$ cat src/rtl/mips_ex_control.sv
// Decodes instruction_F into the registered EX control word (1-cycle latency).
// Stalls fetch for one cycle per bne, interlocks HI/LO users behind a multi-cycle mult, decodes GPIO strobes.
module mips_ex_control #(
   parameter int MULT_CYCLES   = 4,
   parameter int GPIO_CHANNELS = 2,
   parameter int SHAMT_W       = 5
) (
   input  logic                     clk,
   input  logic                     rst,
   input  logic                     instr_valid,
   input  logic [31:0]              instruction_F,
   input  logic                     zero_EX,
   output logic                     instr_ready,
   output logic                     valid_EX,
   output logic [3:0]               alu_op_EX,
   output logic [SHAMT_W-1:0]       shamt_EX,
   output logic [1:0]               regsel_EX,
   output logic                     enhilo_EX,
   output logic                     regwrite_EX,
   output logic [1:0]               alu_src_EX,
   output logic                     rdrt_EX,
   output logic [1:0]               pc_src_EX,
   output logic [GPIO_CHANNELS-1:0] gpio_out_en,
   output logic                     illegal_EX
);

   localparam logic [3:0] ALU_AND = 4'b0000, ALU_OR  = 4'b0001, ALU_NOR  = 4'b0010,
                          ALU_XOR = 4'b0011, ALU_ADD = 4'b0100, ALU_SUB  = 4'b0101,
                          ALU_MULT = 4'b0110, ALU_MULTU = 4'b0111, ALU_SLL = 4'b1000,
                          ALU_SRL = 4'b1001, ALU_SRA = 4'b1010, ALU_SLT  = 4'b1011,
                          ALU_SLTU = 4'b1100;
   localparam int CNT_W = (MULT_CYCLES > 1) ? $clog2(MULT_CYCLES) : 1;
   localparam logic [CNT_W-1:0] CNT_LOAD = CNT_W'(MULT_CYCLES - 1);

   typedef enum logic {S_RUN, S_BRANCH} state_t;

   state_t                   r_state, w_state_nxt;
   logic [CNT_W-1:0]         r_mult_cnt;
   logic                     r_valid, r_illegal, r_enhilo, r_regwrite, r_rdrt;
   logic [3:0]               r_alu_op;
   logic [SHAMT_W-1:0]       r_shamt;
   logic [1:0]               r_regsel, r_alu_src;
   logic [GPIO_CHANNELS-1:0] r_gpio;

   logic                     w_valid, w_illegal, w_enhilo, w_regwrite, w_rdrt;
   logic [3:0]               w_alu_op;
   logic [SHAMT_W-1:0]       w_shamt;
   logic [1:0]               w_regsel, w_alu_src, w_pc_src;
   logic [GPIO_CHANNELS-1:0] w_gpio;
   logic                     w_is_bne, w_is_mult, w_hilo_user, w_ready, w_accept;
   logic [5:0]               w_opcode, w_funct;
   logic [4:0]               w_rd, w_sh;

   assign w_opcode = instruction_F[31:26];
   assign w_funct  = instruction_F[5:0];
   assign w_rd     = instruction_F[15:11];
   assign w_sh     = instruction_F[10:6];

   assign w_hilo_user = (w_opcode == 6'h00) &&
                        (w_funct == 6'h10 || w_funct == 6'h12 || w_funct == 6'h18 || w_funct == 6'h19);

   always_comb begin
      w_valid    = 1'b1;
      w_illegal  = 1'b0;
      w_alu_op   = ALU_AND;
      w_shamt    = '0;
      w_regsel   = 2'd0;
      w_enhilo   = 1'b0;
      w_regwrite = 1'b0;
      w_alu_src  = 2'd0;
      w_rdrt     = 1'b0;
      w_gpio     = '0;
      w_is_bne   = 1'b0;
      w_is_mult  = 1'b0;
      if (instruction_F == 32'h0) begin
         w_valid = 1'b1;
      end else if (w_opcode == 6'h00 && w_funct == 6'h02 && w_sh == 5'd0) begin
         // srl by zero is repurposed as a GPIO write; rd selects the channel
         w_alu_op = ALU_SRL;
         for (int c = 0; c < GPIO_CHANNELS; c++) w_gpio[c] = (int'(w_rd) == c);
      end else if (w_opcode == 6'h00) begin
         w_regwrite = 1'b1;
         case (w_funct)
            6'h20, 6'h21: w_alu_op = ALU_ADD;
            6'h22, 6'h23: w_alu_op = ALU_SUB;
            6'h24:        w_alu_op = ALU_AND;
            6'h25:        w_alu_op = ALU_OR;
            6'h26:        w_alu_op = ALU_XOR;
            6'h27:        w_alu_op = ALU_NOR;
            6'h2A:        w_alu_op = ALU_SLT;
            6'h2B:        w_alu_op = ALU_SLTU;
            6'h00:        begin w_alu_op = ALU_SLL; w_shamt = SHAMT_W'(w_sh); end
            6'h02:        begin w_alu_op = ALU_SRL; w_shamt = SHAMT_W'(w_sh); end
            6'h03:        begin w_alu_op = ALU_SRA; w_shamt = SHAMT_W'(w_sh); end
            6'h18, 6'h19: begin
               w_alu_op   = w_funct[0] ? ALU_MULTU : ALU_MULT;
               w_enhilo   = 1'b1;
               w_regwrite = 1'b0;
               w_is_mult  = 1'b1;
            end
            6'h10:        w_regsel = 2'd1;
            6'h12:        w_regsel = 2'd2;
            default:      begin w_valid = 1'b0; w_illegal = 1'b1; w_regwrite = 1'b0; end
         endcase
      end else begin
         case (w_opcode)
            6'h08, 6'h09: begin w_alu_op = ALU_ADD; w_alu_src = 2'd1; w_rdrt = 1'b1; w_regwrite = 1'b1; end
            6'h0F: begin
               w_alu_op = ALU_SLL; w_shamt = SHAMT_W'(16);
               w_alu_src = 2'd1; w_rdrt = 1'b1; w_regwrite = 1'b1;
            end
            6'h0D:   begin w_alu_op = ALU_OR; w_alu_src = 2'd2; w_rdrt = 1'b1; w_regwrite = 1'b1; end
            6'h05:   begin w_alu_op = ALU_SUB; w_is_bne = 1'b1; end
            default: begin w_valid = 1'b0; w_illegal = 1'b1; end
         endcase
      end
   end

   always_comb begin
      w_state_nxt = r_state;
      w_ready     = 1'b0;
      w_pc_src    = 2'b00;
      case (r_state)
         S_RUN: begin
            w_ready = rst & ~((r_mult_cnt != '0) & w_hilo_user);
            if (instr_valid && w_ready && w_is_bne) w_state_nxt = S_BRANCH;
         end
         S_BRANCH: begin
            w_pc_src    = {1'b0, ~zero_EX};
            w_state_nxt = S_RUN;
         end
         default: w_state_nxt = S_RUN;
      endcase
   end

   assign w_accept = instr_valid & w_ready;

   always_ff @(posedge clk) begin
      if (!rst) r_state <= S_RUN;
      else      r_state <= w_state_nxt;
   end

   always_ff @(posedge clk) begin
      if (!rst)                          r_mult_cnt <= '0;
      else if (w_accept && w_is_mult)    r_mult_cnt <= CNT_LOAD;
      else if (r_mult_cnt != '0)         r_mult_cnt <= r_mult_cnt - CNT_W'(1);
   end

   always_ff @(posedge clk) begin
      if (!rst || !w_accept) begin
         r_valid <= 1'b0; r_illegal <= 1'b0; r_alu_op <= '0; r_shamt <= '0;
         r_regsel <= '0; r_enhilo <= 1'b0; r_regwrite <= 1'b0; r_alu_src <= '0;
         r_rdrt <= 1'b0; r_gpio <= '0;
      end else begin
         r_valid <= w_valid; r_illegal <= w_illegal; r_alu_op <= w_alu_op; r_shamt <= w_shamt;
         r_regsel <= w_regsel; r_enhilo <= w_enhilo; r_regwrite <= w_regwrite; r_alu_src <= w_alu_src;
         r_rdrt <= w_rdrt; r_gpio <= w_gpio;
      end
   end

   assign instr_ready = w_ready;
   assign pc_src_EX   = w_pc_src;
   assign valid_EX    = r_valid;
   assign illegal_EX  = r_illegal;
   assign alu_op_EX   = r_alu_op;
   assign shamt_EX    = r_shamt;
   assign regsel_EX   = r_regsel;
   assign enhilo_EX   = r_enhilo;
   assign regwrite_EX = r_regwrite;
   assign alu_src_EX  = r_alu_src;
   assign rdrt_EX     = r_rdrt;
   assign gpio_out_en = r_gpio;

endmodule

$ cat config.mk
export PLATFORM = sky130hd
export DESIGN_NAME = mips_ex_control
export DESIGN_NICKNAME = d
export VERILOG_FILES = /design/src/rtl/mips_ex_control.sv
export SDC_FILE = /design/constraint.sdc
export NUM_CORES = 1
export LEC_CHECK = 0
export CAP_MARGIN = 20
export CORE_MARGIN = 2
export CORE_UTILIZATION = 40
export DETAILED_ROUTE_END_ITERATION = 6
export GPL_TIMING_DRIVEN = 0
export PLACE_DENSITY = 0.83
export RECOVER_POWER = 100
export SLEW_MARGIN = 20
export SYNTH_ARGS = -nofsm -noshare
export SYNTH_HDL_FRONTEND = slang
export SYNTH_SLANG_ARGS = --single-unit
$ cat constraint.sdc
create_clock -name clk -period 2.8 [get_ports clk]
set_input_delay 0.28 -clock clk [delete_from_list [all_inputs] [get_ports clk]]
set_output_delay 0.28 -clock clk [all_outputs]
set_load 0.1 [all_outputs]
* Word level (Yosys, flattened, before mapping) *
Index checks and enable logic that the tools add are counted.

operators by class
  reductions and logical operators = 34
  mux-type cells = 35
  add/sub/neg operators = 1
  bitwise gates (word level) = 8
  eq/ne operators = 22

operator list
  kind                  count
  $eq A6 B6 Y1 const B  10
  $pmux W4 S11          1
  $logic_not A32 Y1     1
  $eq A6 B4 Y1 const B  4
  $eq A6 B5 Y1 const B  4
  $mux W1               23
  $reduce_or A17 Y1     1
  $pmux W4 S4           1
  $mux W5               3
  $reduce_or A15 Y1     1
  $eq A6 B2 Y1 const B  2
  $logic_not A6 Y1      2
  $reduce_or A3 Y1      4
  $reduce_or A4 Y1      3
  $logic_not A5 Y1      2
  $reduce_or A2 Y1      5
  $mux W4               2
  $pmux W2 S2           2
  $eq A6 B3 Y1 const B  1
  $logic_and A1 B1 Y1   6
  $eq A5 B2 Y1 const B  1
  $not A1 Y1            5
  $reduce_or A5 Y1      1
  $logic_or A1 B1 Y1    4
  other kinds (6)       11

storage, ports and cells
  output and inout bits = 23
  register bits after elaboration = 23
  bits of input ports = 36
  word-level logic and storage cells = 113

* Longest topological paths before layout *
Gate-level depths: netlist of run 1.

  word-level depth = 13
  depth in mapped cells = 7
  mapped depth without buffers = 7

* Worst setup path after synthesis of run 1 *
Ideal clock, no wire load.

  path kind = input-to-output
  start point = input port instruction_F[1]
  end point = output port instr_ready
  setup slack = -0.510 ns
  stages = 4
  data arrival time = 3.030 ns
  data required time = 2.520 ns
  cell sequence = clkbuf_1 mux2_2 nor4_1 nor3b_1

between the ends
  cells in the longest elaborated chain, start to end = 9

ends and longest elaborated chain
  what                              line  text
  start, declared                   11    input logic [31:0] instruction_F,
  $eq A6 B5 Y1                      60    (w_funct == 6'h10 || w_funct == 6'h12 || w_funct == 6'h18 || w_funct == 6'h19);
  $logic_or A1 B1 Y1 (2 in series)  60
  $logic_or A1 B1 Y1 (*)            60
  $logic_and A1 B1 Y1 (*)           59    assign w_hilo_user = (w_opcode == 6'h00) &&
  $and A1 B1 Y1 (*)                 125   w_ready = rst & ~((r_mult_cnt != '0) & w_hilo_user);
  $not A1 Y1 (*)                    125
  $and A1 B1 Y1 (*)                 125
  $mux W1 (*)                       123   case (r_state)
  end, declared                     13    output logic instr_ready,

Every way passes the cells marked *; elsewhere a longest branch is shown, timed or not.

* Worst setup path after layout of run 1 *
  start point = register r_mult_cnt[0]
  end point = output port instr_ready

between the ends
  cells in the longest elaborated chain, start to end = 5

ends and longest elaborated chain
  what                    line  text
  start, declared         38    logic [CNT_W-1:0] r_mult_cnt;
  start signal, assigned  146   else if (r_mult_cnt != '0) r_mult_cnt <= r_mult_cnt - CNT_W'(1);
  $reduce_bool A2 Y1      125
  $and A1 B1 Y1           125
  $not A1 Y1              125
  $and A1 B1 Y1           125
  $mux W1                 123

No other way between the ends.

==> results.txt, run 1 <==
# nets final: 240
first-iteration detailed-routing DRC count: 42
minimum period implied by the final worst setup slack: 2640 ps
Setup crit end kind: output pin
Netlist Area Pre-Place: 1230 sq um
final core utilization: 59.9%
vertical die dimension: 59.6 um
Clock Skews: 3.60 ps
remaining antenna violation count: 0
start point of the critical path: r_mult_cnt[0]$_SDFFE_PN0P_
number of setup violations in the final report: 0
growth of design area from synthesis to finish: 45.6%
number of CTS-inserted buffers: 3
clock latency on the worst-skew pair: 310 ps
deepest clock path buffer count: 2
Root Buffer: clkbuf_4
Post-Place Worst Slack: -401 ps
Gate Count Post-Synth: 148
tightest slew margin relative to the limit: 33.7%
CP required: 2520 ps
number of sinks handled by clock tree synthesis: 23
diode count: 0
Std-Cell Rows: 20
outcome: completed
commonest register cell after synthesis: dfxtp_1
full die area: 3550 sq um
count of distinct cell types in the synthesized netlist: 47
class of the most critical setup path: flip-flop to output pin
proportion of synthesized chip area in sequential cells: 37.3%
post-route worst setup slack: 159 ps
detailed-routing iteration count for the pre-antenna-repair pass: 4
share of async-settable or async-resettable flops after synthesis: 0%
buffers inserted during post-CTS setup optimization: 0
post-layout instance count excluding filler cells: 235
Layout fillers: 265
CTS tree: built
chip width: 59.6 um
core area: 3000 sq um
max-cap check violation count: 0
count of flip-flops with a built-in enable after synthesis: 0
number of antenna violations at the first check in global routing: 0
total power density per cell area: 395 nW/um^2
Total Power: 710 uW
routed wirelength normalized by instance count: 12.0 um
wire length after detailed routing: 2810 um
aggregate global routing overflow: 0
Max H-tree Level: 1
count of placed standard cells including taps: 231
total via count in the routed design: 1,259
number of pins exceeding their max-slew limit in the final report: 0
IO buf count: 50
average cell area after synthesis: 8.34 sq um
number of top-level pins: 59
initial core utilization: 41.1%
number of global-route vias before repair: 1,066
Fmax achieved: 379 MHz
unrepaired setup endpoints after global routing: no
placed wire-length estimate: 2240 um
VDD IR max: 0.148 mV
number of buffers inserted by hold repair at cts: 0
Least-Margin Pin Slew: 991 ps
Tightest Hold Check Type: primary input to flip-flop
first-pass GRT wire length: 4590 um
startpoint type of the worst setup path: flip-flop
final RePlAce weighted congestion: 0.916
signal arrival time at the worst endpoint: 2360 ps
Worst-path clk slew: 120 ps
count of unresolved DRC violations after routing: 0
largest net degree at the start of global routing: 14
Period Utilization, post-route: 94.3%
total negative slack for setup checks: 0 ps
register bit count reported by yosys: 23
maximum fanout count along the critical path: 3
leak pwr: 0.728 nW
synthesis warning total: 0
Multi-input gate area: 683 sq um
footprint of the flip-flops and latches: 460 sq um
final hold vios: 0
Net Count, Synth: 185
combined global-route utilization of all metal layers: 16.4%
launching point of the worst reg2reg path: r_mult_cnt[0]$_SDFFE_PN0P_
share of final-layout standard cells stronger than drive strength 1: 9.41%
critical hold path startpoint: instruction_F[28]
DR vias/cell: 5.36
-- per-stage QoR --
stage / instance area, sq um / hold slack [ps]
floorplan: 1240 / 357
global placement: 1780 / 559
detailed placement: 1780 / 576
CTS: 1810 / 317
global route: 1800 / 369
finish: 1800 / 326
-- worst paths after layout --
kind | depth (start not counted) | slack [ps] | end
worst max register to register | 7 | 450 | regwrite_EX$_SDFF_PP0_
worst min-delay path | 3 | 330 | alu_src_EX[0]$_SDFF_PP0_
worst min register to register | 2 | 600 | r_mult_cnt[0]$_SDFFE_PN0P_
worst max-delay path | 6 | 160 | instr_ready
-- Yosys cell counts (3+ instances only) --
master | count | area (sq um)
dfxtp_1 | 23 | 460
o21ai_0 | 4 | 20.0
buf_2 | 3 | 15.0
a21oi_1 | 8 | 40.0
nor3_1 | 8 | 40.0
nor2_1 | 15 | 56.3
inv_1 | 10 | 37.5
clkbuf_1 | 4 | 15.0
nor4_1 | 10 | 62.6
nor3b_1 | 5 | 37.5
nand2_1 | 8 | 30.0
nand2b_1 | 6 | 37.5
nand3_1 | 4 | 20.0
-- cell usage in the layout (no fill, tap or decap), drive strengths merged, types with 2 or more instances in the layout --
cell type,instances
nand2,8
nand3,4
o21ai,4
o21a,2
o22a,2
buf,4
or2,2
dfxtp,23
a21oi,8
o41ai,2
nand3b,2
nor3b,5
nand2b,6
inv,10
a21boi,2
or3,2
nor4,10
dlygate4sd3,23
clkbuf,9
nor2,15
nor3,8
o22ai,2
clkdlybuf4s50,26
nand4,2
or4b,2
-- final cells by class --
class	count	area share [%]
multi-input cells	105	38.0
repair buffers	50	27.9
flip-flops and latches	23	25.6
plain buffers	10	2.57
well taps	33	2.30
inverters	10	2.09
clock buffers	3	1.25
clock inverters	1	0.278
-- critical path: stages (launching register included) --
cell and delay, ps:
dfxtp_1 360, inv_1 50, ha_1 230, or4b_4 530, nor4_2 330, nor3b_2 80
clkdlybuf4s15_2 470
-- what timing repair did --
item,in CTS,in global routing
resized for setup,3,1
pin swaps,0,0
hold endpoints to repair,0,0
setup endpoints to repair,1,1
-- power by group --
part	switching, mW	total, mW	internal [mW]
logic	0.116	0.213	0.0972
clock network	0.0964	0.150	0.0533
registers	0.00482	0.347	0.342
total	0.217	0.710	0.493
-- cells by family after synthesis --
| kind of cell | after synthesis | share of synthesized area [%] |
|---|---|---|
| AND/OR/NAND/NOR | 70 | 32.1 |
| AO/OA/AOI/OAI | 30 | 19.5 |
| flip-flops | 23 | 37.3 |
| buffers and inverters | 20 | 7.40 |
| multiplexers | 2 | 1.72 |
| adder cells (fa/ha/maj) | 1 | 1.01 |
| other | 1 | 0.304 |
| XOR/XNOR | 1 | 0.709 |
-- routing by layer --
layer,global-route usage [%],share of wire [%]
met3,1.75,7.1
met1,22.9,47
met2,26.7,46
met5,0,0
met4,4.76,0.60
-- flip-flops by register name, indices dropped and copies added (netlist names) --
register and flops:
r_state 1, valid_EX 1, illegal_EX 1, gpio_out_en 2, rdrt_EX 1, r_mult_cnt 2, enhilo_EX 1, regwrite_EX 1
regsel_EX 2, shamt_EX 5, alu_op_EX 4, alu_src_EX 2
No activity file was read; power rests on OpenSTA's default activity.
==> inputs of run 2 (changes only) <==
--- a/config.mk
+++ b/config.mk
@@ -8,8 +8,9 @@
 export CAP_MARGIN = 20
 export CORE_MARGIN = 2
 export CORE_UTILIZATION = 40
+export CTS_BUF_LIST = sky130_fd_sc_hd__clkbuf_4
 export DETAILED_ROUTE_END_ITERATION = 6
-export GPL_TIMING_DRIVEN = 0
+export GPL_TIMING_DRIVEN = 1
 export PLACE_DENSITY = 0.83
 export RECOVER_POWER = 100
 export SLEW_MARGIN = 20
==> run 2 against run 1 <==
  * Combinational power grew 4%
  * Largest power group unchanged
  * Register-to-register slack lost 80 ps
  * Critical path depth grew 1
  * Clock power rose by 9%
  * Core utilization decreased by 2.8 points
  * Sequential share of layout area rose by 1.3 points
  * Critical endpoint unchanged
  * First-iteration DRC count decreased by 9.5%
  * Non-clock buffer count did not move
==> results.txt, run 2 (synthesis gave the netlist of run 1 again) <==
DR vias/cell: 5.60 (was 5.36)
CP Cell Sequence: inv_1 -> ha_1 -> or4b_1 -> nor4_1 -> buf_4 -> nor3b_2 -> buf_12 (was inv_1 -> ha_1 -> or4b_4 -> nor4_2 -> nor3b_2 -> clkdlybuf4s15_2)
most common cell after layout, fill and taps aside: clkdlybuf4s50_1 (unchanged)
VDD IR max: 0.132 mV (was 0.148 mV)
tightest slew margin relative to the limit: 21.6% (was 33.7%)
most frequent cells in the layout: clkdlybuf4s50_1 (33), dfxtp_1 (23), clkbuf_1 (21), nor2_1 (15) (was clkdlybuf4s50_1 (26), dfxtp_1 (23), dlygate4sd3_1 (23), nor2_1 (15), inv_1 (10))
Largest register FFs: 5 (unchanged)
CP required: 2520 ps (about the same)
Layout fillers: 286 (was 265)
signal arrival time at the worst endpoint: 2300 ps (was 2360 ps)
total via count in the routed design: 1,316 (was 1,259)
first-iteration detailed-routing DRC count: 38 (was 42)
minimum period implied by the final worst setup slack: 2580 ps (was 2640 ps)
final RePlAce weighted congestion: 0.988 (was 0.916)
full die area: 3550 sq um (unchanged)
Setup crit end kind: output pin (unchanged)
vertical die dimension: 59.6 um (unchanged)
total negative slack for setup checks: 0 ps (unchanged)
post-layout instance count excluding filler cells: 235 (unchanged)
first-pass GRT wire length: 5200 um (was 4590 um)
IO buf count: 57 (was 50)
count of unresolved DRC violations after routing: 0 (unchanged)
combined global-route utilization of all metal layers: 19.2% (was 16.4%)
placed wire-length estimate: 2680 um (was 2240 um)
max-cap check violation count: 0 (unchanged)
Multi-input gate area: 673 sq um (was 683 sq um)
leak pwr: 0.629 nW (was 0.728 nW)
wire length after detailed routing: 3390 um (was 2810 um)
unrepaired setup endpoints after global routing: no (unchanged)
Root Buffer: clkbuf_4 (unchanged)
total power density per cell area: 427 nW/um^2 (was 395 nW/um^2)
clock latency on the worst-skew pair: 310 ps (about the same)
number of pins exceeding their max-slew limit in the final report: 0 (unchanged)
aggregate global routing overflow: 0 (unchanged)
core area: 3000 sq um (unchanged)
count of placed standard cells including taps: 231 (unchanged)
chip width: 59.6 um (unchanged)
routed wirelength normalized by instance count: 14.4 um (was 12.0 um)
number of sinks handled by clock tree synthesis: 23 (unchanged)
Worst-path clk slew: 120 ps (about the same)
final hold vios: 0 (unchanged)
post-cts sizing count: 0 (was 3)
biggest cell delay along the critical path: 580 ps (was 530 ps)
growth of design area from synthesis to finish: 38.8% (was 45.6%)
Fmax achieved: 388 MHz (was 379 MHz)
buffers inserted during post-CTS setup optimization: 0 (unchanged)
CTS tree: built (unchanged)
remaining antenna violation count: 0 (unchanged)
number of CTS-inserted buffers: 3 (unchanged)
largest net degree at the start of global routing: 13 (was 14)
Tightest Hold Check Type: primary input to flip-flop (unchanged)
class of the most critical setup path: flip-flop to output pin (unchanged)
startpoint type of the worst setup path: flip-flop (unchanged)
outcome: completed (unchanged)
number of buffers inserted by hold repair at cts: 0 (unchanged)
detailed-routing iteration count for the pre-antenna-repair pass: 4 (unchanged)
number of antenna violations at the first check in global routing: 0 (unchanged)
Period Utilization, post-route: 92.0% (was 94.3%)
diode count: 0 (unchanged)
footprint of the flip-flops and latches: 460 sq um (unchanged)
number of setup violations in the final report: 0 (unchanged)
Least-Margin Pin Slew: 1180 ps (was 991 ps)
Std-Cell Rows: 20 (unchanged)
number of global-route vias before repair: 1,212 (was 1,066)
Clock Skews: 2.45 ps (was 3.60 ps)
share of final-layout standard cells stronger than drive strength 1: 7.43% (was 9.41%)
Max H-tree Level: 1 (unchanged)
deepest clock path buffer count: 2 (unchanged)
maximum fanout count along the critical path: 3 (unchanged)
initial core utilization: 41.1% (unchanged)
number of top-level pins: 59 (unchanged)
# nets final: 240 (unchanged)
slowest cell on the critical path: or4b_1 (was or4b_4)
## run 2: area by class of cell
| class | instances | share of cell area, % |
|---|---|---|
| inverter | 10 | 2.19 |
| timing repair buffer | 60 | 27.5 |
| multi-input combinational | 105 | 39.3 |
| clock buffer | 4 | 1.75 |
| tap | 33 | 2.41 |
| sequential | 23 | 26.9 |
## run 2: stage by stage
stage                     util (%)  power, mW  hold slack, ps  worst slack, ps  area (sq um)
final                         57.1      0.732             548              223          1710
after global routing          57.1      0.766             545              145          1710
after CTS                     60.2      0.738             558              292          1810
after detailed placement      59.2      0.582             577              290          1780
after global placement        59.2      0.568             555              322          1780
after floorplan                  -      0.497             357              475          1240
## run 2: final timing paths
kind                                   start                          to  slack, ps  depth (start not counted)
setup / recovery  r_mult_cnt[0]$_SDFFE_PN0P_                 instr_ready        220                          7
hold / removal             instruction_F[11]   gpio_out_en[1]$_SDFF_PP0_        550                          3
setup reg to reg  r_mult_cnt[0]$_SDFFE_PN0P_      regwrite_EX$_SDFF_PP0_        370                          7
hold reg to reg   r_mult_cnt[0]$_SDFFE_PN0P_  r_mult_cnt[0]$_SDFFE_PN0P_        610                          2
## run 2: power breakdown
part | leakage, nW | internal [mW] | switching (mW)
registers | 0.186 | 0.342 | 0.00513
logic | 0.424 | 0.103 | 0.119
clock network | 0.0184 | 0.0654 | 0.0977
## run 2: worst max-delay path, delay by kind of cell, from the launching register on
kind / cells / cell delay [ps]
fa+ha+maj: 1 / 240
buf+inv: 3 / 400
flops: 1 / 360
simple gates: 3 / 990
## run 2: routing by layer
metal  vias up  GRT usage (%)  wire [um]
li1        646              -          -
met1       581           23.2       1340
met2        78           32.8       1640
met3        11           3.28        309
met4         0           9.21         99
met5         -              0          0
==> inputs of run 3 (changes only) <==
--- a/config.mk
+++ b/config.mk
@@ -8,7 +8,7 @@
 export CAP_MARGIN = 20
 export CORE_MARGIN = 2
 export CORE_UTILIZATION = 40
-export CTS_BUF_LIST = sky130_fd_sc_hd__clkbuf_4
+export CTS_BUF_LIST = sky130_fd_sc_hd__clkbuf_16
 export DETAILED_ROUTE_END_ITERATION = 6
 export GPL_TIMING_DRIVEN = 1
 export PLACE_DENSITY = 0.83
==> run 3 against run 2 <==
  * Sequential share of layout area is 0.93 points lower
  * First-iteration DRC count stayed put
  * Global-route usage is 0.14 points higher
  * Sequential power hardly changed
  * Clock power is 86% higher
  * Worst hold slack better by 48 ps
  * Power is 20% higher
  * Critical path type is now primary input to flip-flop
  * Register-to-register slack better by 150 ps
  * Non-clock buffer count stayed put
  * Combinational power is 2% higher
  * Die area stayed put
==> results.txt, run 3 (synthesis gave the netlist of run 1 again) <==
outcome: completed (unchanged)
buffers inserted during post-CTS setup optimization: 0 (unchanged)
biggest cell delay along the critical path: 620 ps (was 580 ps)
chip width: 59.6 um (unchanged)
Max H-tree Level: 1 (unchanged)
DR vias/cell: 5.69 (was 5.60)
number of antenna violations at the first check in global routing: 0 (unchanged)
combined global-route utilization of all metal layers: 19.3% (was 19.2%)
Largest register FFs: 5 (unchanged)
CP Cell Sequence: dlygate4sd3_1 -> or3_1 -> or2_0 -> or2_0 -> a22oi_4 -> nor4_1 (was inv_1 -> ha_1 -> or4b_1 -> nor4_1 -> buf_4 -> nor3b_2 -> buf_12)
# nets final: 240 (unchanged)
Root Buffer: clkbuf_16 (was clkbuf_4)
Period Utilization, post-route: 90.1% (was 92.0%)
Tightest Hold Check Type: flip-flop to flip-flop (was primary input to flip-flop)
total via count in the routed design: 1,336 (was 1,316)
number of pins exceeding their max-slew limit in the final report: 0 (unchanged)
post-layout instance count excluding filler cells: 235 (unchanged)
diode count: 0 (unchanged)
CP required: 2930 ps (was 2520 ps)
final core utilization: 59.1% (was 57.1%)
Worst path top cell family by delay: simple AND/OR/NAND/NOR gates (unchanged)
signal arrival time at the worst endpoint: 2650 ps (was 2300 ps)
IO buf count: 57 (unchanged)
Clock Skews: 1.37 ps (was 2.45 ps)
leak pwr: 0.655 nW (was 0.629 nW)
growth of design area from synthesis to finish: 43.8% (was 38.8%)
most frequent cells in the layout: clkdlybuf4s50_1 (33), dfxtp_1 (23), clkbuf_1 (21), nor2_1 (15), inv_1 (11) (was clkdlybuf4s50_1 (33), dfxtp_1 (23), clkbuf_1 (21), nor2_1 (15))
Std-Cell Rows: 20 (unchanged)
Post-Place Worst Slack: 290 ps (unchanged)
placed wire-length estimate: 2680 um (unchanged)
initial core utilization: 41.1% (unchanged)
detailed-routing iteration count for the pre-antenna-repair pass: 4 (unchanged)
largest net degree at the start of global routing: 13 (unchanged)
startpoint type of the worst setup path: primary input (was flip-flop)
number of sinks handled by clock tree synthesis: 23 (unchanged)
count of placed standard cells including taps: 231 (unchanged)
Buffers & Inverters on Critical Path: 1 (was 3)
deepest clock path buffer count: 2 (unchanged)
number of CTS-inserted buffers: 3 (unchanged)
vertical die dimension: 59.6 um (unchanged)
number of global-route vias before repair: 1,221 (was 1,212)
class of the most critical setup path: primary input to flip-flop (was flip-flop to output pin)
Least-Margin Pin Slew: 1190 ps (was 1180 ps)
post-route worst setup slack: 276 ps (was 223 ps)
core area: 3000 sq um (unchanged)
slowest cell on the critical path: dlygate4sd3_1 (was or4b_1)
first-pass GRT wire length: 5280 um (was 5200 um)
Setup crit end kind: flip-flop (was output pin)
unrepaired setup endpoints after global routing: no (unchanged)
aggregate global routing overflow: 0 (unchanged)
VDD IR max: 0.209 mV (was 0.132 mV)
clock latency on the worst-skew pair: 250 ps (was 310 ps)
remaining antenna violation count: 0 (unchanged)
post-cts sizing count: 0 (unchanged)
total power density per cell area: 494 nW/um^2 (was 427 nW/um^2)
minimum period implied by the final worst setup slack: 2520 ps (was 2580 ps)
most common cell after layout, fill and taps aside: clkdlybuf4s50_1 (unchanged)
number of setup violations in the final report: 0 (unchanged)
total negative slack for setup checks: 0 ps (unchanged)
CTS tree: built (unchanged)
Worst-path clk slew: 60 ps (was 120 ps)
full die area: 3550 sq um (unchanged)
wire length after detailed routing: 3460 um (was 3390 um)
share of final-layout standard cells stronger than drive strength 1: 7.43% (unchanged)
final RePlAce weighted congestion: 0.988 (unchanged)
max-cap check violation count: 0 (unchanged)
Fmax achieved: 396 MHz (was 388 MHz)
tightest slew margin relative to the limit: 21.2% (was 21.6%)
most frequent cell on the critical path: or2_0
count of unresolved DRC violations after routing: 0 (unchanged)
final hold vios: 0 (unchanged)
first-iteration detailed-routing DRC count: 38 (unchanged)
routed wirelength normalized by instance count: 14.7 um (was 14.4 um)
number of buffers inserted by hold repair at cts: 0 (unchanged)
number of top-level pins: 59 (unchanged)
maximum fanout count along the critical path: 10 (was 3)
run 3: path summary, 6_finish.rpt:
kind / startpoint / to / slack (ps) / cells past startpoint
worst min-delay path: r_mult_cnt[0]$_SDFFE_PN0P_ / r_mult_cnt[0]$_SDFFE_PN0P_ / 600 / 2
worst max register to register: r_mult_cnt[0]$_SDFFE_PN0P_ / regwrite_EX$_SDFF_PP0_ / 520 / 7
worst min register to register: r_mult_cnt[0]$_SDFFE_PN0P_ / r_mult_cnt[0]$_SDFFE_PN0P_ / 600 / 2
worst max-delay path: instruction_F[27] / regwrite_EX$_SDFF_PP0_ / 280 / 6
run 3: layer usage:
| layer | wire (um) | up-vias | track usage [%] |
|---|---|---|---|
| met5 | 0 | - | 0 |
| met4 | 82 | 0 | 9.84 |
| met3 | 293 | 9 | 2.40 |
| met2 | 1700 | 80 | 32.8 |
| met1 | 1370 | 601 | 23.9 |
| li1 | - | 646 | - |
run 3: tightest hold or removal path, cell delays in order (launching register included):
cell	delay (ps)
dfxtp_1	340
xor2_1	80
a21boi_0	140
run 3: power by group:
group	leakage, nW	total [mW]	switching (mW)	internal (mW)
Combinational	0.427	0.226	0.122	0.105
Clock	0.0423	0.303	0.112	0.190
Sequential	0.186	0.348	0.00515	0.342
run 3: stage by stage:
stage	power [mW]	instance area, sq um	hold slack (ps)
floorplan	0.497	1240	357
global placement	0.568	1780	555
detailed placement	0.582	1780	577
CTS	0.877	1860	592
global route	0.905	1780	631
finish	0.877	1780	596
run 3: final cells by class:
type	count	area, sq um
Multi-Input combinational cell	105	686
Tap cell	33	41.3
Sequential cell	23	460
Timing Repair Buffer	60	472
Clock inverter	1	3.75
Fill cell	281	1230
Clock buffer	3	75.1
Inverter	10	37.5
